--- config.mk ---
export PLATFORM = sky130hd
export DESIGN_NAME = bp_be_rollback_queue
export DESIGN_NICKNAME = d
export VERILOG_FILES = /design/src/rtl/bp_be_pkg.sv /design/src/rtl/bp_be_rollback_queue_ptrs.sv /design/src/rtl/bsg_mem_1r1w.sv /design/src/rtl/bp_be_rollback_queue.sv
export SDC_FILE = /design/constraint.sdc
export NUM_CORES = 1
export LEC_CHECK = 0
export ABC_CLOCK_PERIOD_IN_PS = 21500
export CAP_MARGIN = 0
export CORE_MARGIN = 2
export CORE_UTILIZATION = 40
export DETAILED_ROUTE_END_ITERATION = 6
export DONT_BUFFER_PORTS = 1
export PLACE_DENSITY = 0.53
export RECOVER_POWER = 50
export SYNTH_ARGS = -nofsm -noshare
export SYNTH_HDL_FRONTEND = slang
export SYNTH_SLANG_ARGS = --single-unit
--- constraint.sdc ---
create_clock -name clk_i -period 21.5 [get_ports clk_i]
set_clock_uncertainty 0.1 [all_clocks]
set_input_delay 4.3 -clock clk_i [delete_from_list [all_inputs] [get_ports clk_i]]
set_output_delay 4.3 -clock clk_i [all_outputs]
set_load 0.005 [all_outputs]
--- src/rtl/bp_be_pkg.sv ---
// Shared types for the BE rollback queue.
// The scheduler drives commit/replay/discard as one packed bundle.
package bp_be_pkg;

    typedef struct packed {
        logic clr;
        logic roll;
        logic deq;
    } bp_be_rq_ctrl_s;

endpackage

--- src/rtl/bp_be_rollback_queue_ptrs.sv ---
// Write / read / commit pointers of the rollback queue.
// Pointers carry a wrap bit in the MSB; index is the low bits.
// Within a cycle: yumi/enq first, then deq, then roll, then clr.
module bp_be_rollback_queue_ptrs
    import bp_be_pkg::*;
#(
    parameter  int els_p = 16,
    localparam int ptr_w = $clog2(els_p) + 1
) (
    input  logic             clk_i,
    input  logic             reset_i,
    input  logic             enq_i,
    input  logic             yumi_i,
    input  bp_be_rq_ctrl_s   ctrl_i,
    output logic [ptr_w-2:0] widx_o,
    output logic [ptr_w-2:0] ridx_o,
    output logic             full_o,
    output logic             unread_o,
    output logic             empty_o,
    output logic [ptr_w-1:0] count_o
);

    logic [ptr_w-1:0] wptr_r, rptr_r, cptr_r;
    logic [ptr_w-1:0] wptr_n, rptr_n, cptr_n;
    logic [ptr_w-1:0] w_enq, r_yumi;

    // Next-pointer resolution in precedence order.
    always_comb begin
        w_enq  = wptr_r + ptr_w'(enq_i);
        r_yumi = rptr_r + ptr_w'(yumi_i);
        cptr_n = cptr_r + ptr_w'(ctrl_i.deq);
        rptr_n = ctrl_i.roll ? cptr_n : r_yumi;  // roll voids a same-cycle yumi
        wptr_n = ctrl_i.clr  ? rptr_n : w_enq;   // clr drops a same-cycle enqueue
    end

    // Pointer registers.
    always_ff @(posedge clk_i) begin
        if (reset_i) begin
            wptr_r <= '0;
            rptr_r <= '0;
            cptr_r <= '0;
        end else begin
            wptr_r <= wptr_n;
            rptr_r <= rptr_n;
            cptr_r <= cptr_n;
        end
    end

    assign widx_o   = wptr_r[ptr_w-2:0];
    assign ridx_o   = rptr_r[ptr_w-2:0];
    assign full_o   = (wptr_r[ptr_w-2:0] == cptr_r[ptr_w-2:0])
                    & (wptr_r[ptr_w-1] != cptr_r[ptr_w-1]);
    assign unread_o = (rptr_r != wptr_r);
    assign empty_o  = (wptr_r == cptr_r);
    assign count_o  = wptr_r - cptr_r;

    // Commit needs a read-but-uncommitted entry (counting a same-cycle yumi).
    a_deq_legal: assert property (@(posedge clk_i) disable iff (reset_i)
        ctrl_i.deq |-> (cptr_r != r_yumi));

endmodule

--- src/rtl/bsg_mem_1r1w.sv ---
// Register-file storage: synchronous write, asynchronous read.
module bsg_mem_1r1w #(
    parameter  int width_p = 64,
    parameter  int els_p   = 16,
    localparam int addr_w  = $clog2(els_p)
) (
    input  logic               w_clk_i,
    input  logic               w_v_i,
    input  logic [addr_w-1:0]  w_addr_i,
    input  logic [width_p-1:0] w_data_i,
    input  logic [addr_w-1:0]  r_addr_i,
    output logic [width_p-1:0] r_data_o
);

    logic [width_p-1:0] mem [els_p];

    // Write port: one entry per cycle on w_v_i.
    always_ff @(posedge w_clk_i) begin
        if (w_v_i) mem[w_addr_i] <= w_data_i;
    end

    assign r_data_o = mem[r_addr_i];

endmodule

--- src/rtl/bp_be_rollback_queue.sv ---
// Speculative FIFO for the BE issue path: entries are issued via yumi,
// held until committed by deq, replayable by roll, unread tail dropped by clr.
// Optional feature macro: BP_BE_ROLLBACK_QUEUE_BYPASS_EN (same-cycle
// enqueue-to-output bypass when no unread entries are held).
module bp_be_rollback_queue
    import bp_be_pkg::*;
#(
    parameter  int width_p = 64,
    parameter  int els_p   = 16,
    localparam int ptr_w   = $clog2(els_p) + 1
) (
    input  logic               clk_i,
    input  logic               reset_i,
    input  logic [width_p-1:0] data_i,
    input  logic               v_i,
    output logic               ready_o,
    output logic [width_p-1:0] data_o,
    output logic               v_o,
    input  logic               yumi_i,
    input  logic               deq_i,
    input  logic               roll_i,
    input  logic               clr_i,
    output logic               empty_o,
    output logic [ptr_w-1:0]   count_o
);

    bp_be_rq_ctrl_s   ctrl;
    logic [ptr_w-2:0] widx, ridx;
    logic             full, unread, enq;
    logic [width_p-1:0] mem_data;

    assign ctrl    = '{clr: clr_i, roll: roll_i, deq: deq_i};
    assign ready_o = ~full;
    assign enq     = v_i & ready_o;

    bp_be_rollback_queue_ptrs #(.els_p(els_p)) ptrs (
        .clk_i    (clk_i),
        .reset_i  (reset_i),
        .enq_i    (enq),
        .yumi_i   (yumi_i),
        .ctrl_i   (ctrl),
        .widx_o   (widx),
        .ridx_o   (ridx),
        .full_o   (full),
        .unread_o (unread),
        .empty_o  (empty_o),
        .count_o  (count_o)
    );

    // Every accepted entry is stored, bypassed or not, so it can be replayed.
    bsg_mem_1r1w #(.width_p(width_p), .els_p(els_p)) mem (
        .w_clk_i  (clk_i),
        .w_v_i    (enq),
        .w_addr_i (widx),
        .w_data_i (data_i),
        .r_addr_i (ridx),
        .r_data_o (mem_data)
    );

`ifdef BP_BE_ROLLBACK_QUEUE_BYPASS_EN
    logic bypass;
    // Nothing unread: forward the incoming entry straight to the consumer.
    assign bypass = ~unread & ~clr_i & ~roll_i & enq;
    assign v_o    = unread | bypass;
    assign data_o = bypass ? data_i : mem_data;
`else
    assign v_o    = unread;
    assign data_o = mem_data;
`endif

    a_yumi_legal: assert property (@(posedge clk_i) disable iff (reset_i)
        yumi_i |-> v_o);

endmodule
==> flow_summary.yaml <==
global_routing:
  grt_max_degree: 150
  grt_pass1_wl_um: 139000
  grt_pass1_vias: 19800
  antenna_found_initial: 1
  grt_usage: 0.188
  grt-ovfl-total: 0
logic_synthesis:
  synth.avg_cell_area_um2: 21.9
  syn-cell-area_um2: 39900
  ys_types: 32
  yosysSeqAreaShare: 0.777
  synth_top_cell_area_share: 0.770
  synth_top_area_cell: "edfxtp_1"
  ys_ff_latch: 1039
  synthTopCellsByArea: "edfxtp_1 (77%), mux4_2 (11%), mux2i_1 (4.9%)"
  synthCells: 1826
  synthesis.nets: 1908
  yosysWarnings: 0
floorplanning:
  initial_utilization: 0.405
  design.core.area_um2: 98700
  die_w_um: 320
  num_rows: 115
  dieArea_um2: 102000
  fp.dieH_um: 320
  pin_count: 143
detailed_routing:
  vias: 18600
  first_pass_iters: 4
  drc_errors: 0
  vias_per_cell: 5.71
  avgRoutedWirePerCell_um: 29.4
  drt-total-wl_um: 95600
  detail-route-antenna-nets: 0
  drt-initial-drc-count: 1565
cells_and_area:
  multi_input_area_um2: 8380
  drive_above_1_share: 0.209
  synthToLayoutAreaGrowth_pct: 12.4
  instances_no_fill: 3255
  nNetsFinal: 1958
  regArea_um2: 31100
  fill_cells: 8240
sta:
  maxSlewHeadroom: -0.142
  drv_slew: 39
  grt_setup_unrepaired: "no"
  tns_ps: 0
  fin_crit_sh: 0.421
  setup_viol: 0
  hold_violations: 0
  period_minus_slack_ps: 9050
  clock.fmax_mhz: 110
  tightest_slew_ps: 1710
critical_path:
  cpMostUsedCell: "buf_4"
  worstPathMaxFanout: 53
  cp_data_required_time_ps: 17100
  critPathKind: "flip-flop to output port"
  critPathCaptureType: "output port"
  slowest_stage: "dfxtp_4"
  cp.arrival_ps: 4650
  cp_top_family: "buffers and inverters"
  cp-start-kind: "flip-flop"
  crit_chain: "buf_4, buf_4, mux4_2, a32oi_1, o21ai_1"
  critical-path-max-stage-delay_ps: 1000
  critPathBufInv: 2
min_path:
  hp-class: "flip-flop to flip-flop"
place:
  hpwl_um: 47100
  port_buffers: 0
  routabilityCongestion: 0.712
  dp_cells: 3053
pwr:
  power.leakage_nw: 13.5
  power_per_cell_area_nw_per_um2: 97.3
  ir_drop_mv: 0.0682
clock_network:
  ctsHoldBuffers: 0
  max-clock-path-buffers: 3
  cts_root_buf: "clkbuf_16"
  clkTransAtPathRegs_ps: 60
  clkSinkCount: 1039
  cts_tree: "yes"
  post-cts-setup-buffer-count: 0
  htreeDepth: 3
  cts_resized: 0
  cts_buffers: 108
  clkLatencyLatePin_ps: 670
run_status:
  status: "finished, violations left"
  violations: "capacitance limit, slew limit"
job:
  max_cap_viol_count: 3
## metrics by stage
| step | power, mW | setup slack [ps] | instance area [um2] | hold slack, ps | utilization |
|---|---|---|---|---|---|
| after CTS | 4.43 | 12240 | 44900 | 524 | 0.455 |
| after detailed placement | 2.60 | 12980 | 41500 | 497 | 0.420 |
| final | 4.37 | 12450 | 44900 | 535 | 0.455 |
| after global placement | 2.60 | 12980 | 41500 | 504 | 0.420 |
| after floorplan | 2.53 | 11710 | 39900 | 450 | - |
| after global routing | 4.52 | 11980 | 44900 | 571 | 0.455 |
## metal layers
metal	vias up	wire length, um	GRT usage
met5	-	0	0
met4	0	2350	0.0491
met3	148	5980	0.0463
met2	463	48000	0.323
met1	10100	39300	0.240
li1	7842	-	-
## power breakdown
| part | switching [mW] | total (mW) | internal [mW] |
|---|---|---|---|
| sequential | 0.0150 | 2.28 | 2.26 |
| clock | 0.755 | 1.82 | 1.07 |
| combinational | 0.150 | 0.271 | 0.121 |
## worst paths after layout
kind	from	to	slack, ps	cells after the start
min reg2reg	ptrs.cptr_r[4]	ptrs.cptr_r[4]	540	2
min	ptrs.cptr_r[4]	ptrs.cptr_r[4]	540	2
max reg2reg	ptrs.wptr_r[2]	mem.mem[11][45]	16500	8
max	ptrs.rptr_r[0]	data_o[31]	12450	5
## layout make-up
| type | instances | area share |
|---|---|---|
| Antenna cell | 1 | 0.0000557 |
| Inverter | 8 | 0.000696 |
| Sequential cell | 1039 | 0.692 |
| Timing Repair Buffer | 45 | 0.00780 |
| Clock inverter | 63 | 0.0128 |
| Multi-Input combinational cell | 674 | 0.187 |
| Clock buffer | 138 | 0.0645 |
| Tap cell | 1287 | 0.0359 |
## sequential cells by signal (all words and copies together), names as in the netlist
signal       count
ptrs.rptr_r      5
mem.mem       1024
ptrs.wptr_r      5
ptrs.cptr_r      5
## cell families (layout without fill, tap and decap cells)
| family | after synthesis | count (layout) | share of synthesized area |
|---|---|---|---|
| other cells | 0 | 1 | 0 |
| buf+inv | 113 | 254 | 0.0154 |
| xor+xnor | 19 | 19 | 0.00417 |
| fa+ha+maj | 11 | 11 | 0.00363 |
| mux | 388 | 388 | 0.157 |
| compound gates | 203 | 203 | 0.0359 |
| flops | 1039 | 1039 | 0.777 |
| simple gates | 53 | 53 | 0.00617 |
## Yosys cell counts
cell type and instances:
edfxtp_1 1024, mux2i_1 195, mux4_2 192, a22oi_1 64, a32oi_1 64, o21ai_1 61, clkbuf_1 46, buf_4 27
nor2_1 26, buf_2 17, dfxtp_1 15, ha_1 10, xnor2_1 10, buf_6 9, nand3_1 9, xor2_1 9
inv_1 7, buf_1 6, a211oi_1 5, nor2b_1 5, nor3_1 5, o21ai_0 4, a21oi_1 3, nand2b_1 3
a21o_1 2, or3_1 2, and2_1 1, clkinv_1 1, fa_1 1, mux2_2 1, nand2_1 1, nand4_1 1
## cells in the final DEF (no fill, tap or decap), drive strengths merged, types with 2 or more instances in the layout
master	count
a211oi	5
a21o	2
a21oi	3
a22oi	64
a32oi	64
buf	45
bufinv	10
clkbuf	138
clkinv	49
clkinvlp	3
dfxtp	15
edfxtp	1024
ha	10
inv	9
mux2i	195
mux4	192
nand2b	3
nand3	9
nor2	26
nor2b	5
nor3	5
o21ai	65
or3	2
xnor2	10
xor2	9
## worst register-to-register path, cell delays in order, from the launching register on
cell and delay, ps:
dfxtp_1 650, ha_1 390, nand4_1 130, o21ai_0 210, inv_1 170, nand3_1 270, nor2_1 1360, buf_4 530
buf_4 780
Note: power is estimated with default switching activity, not from simulation.
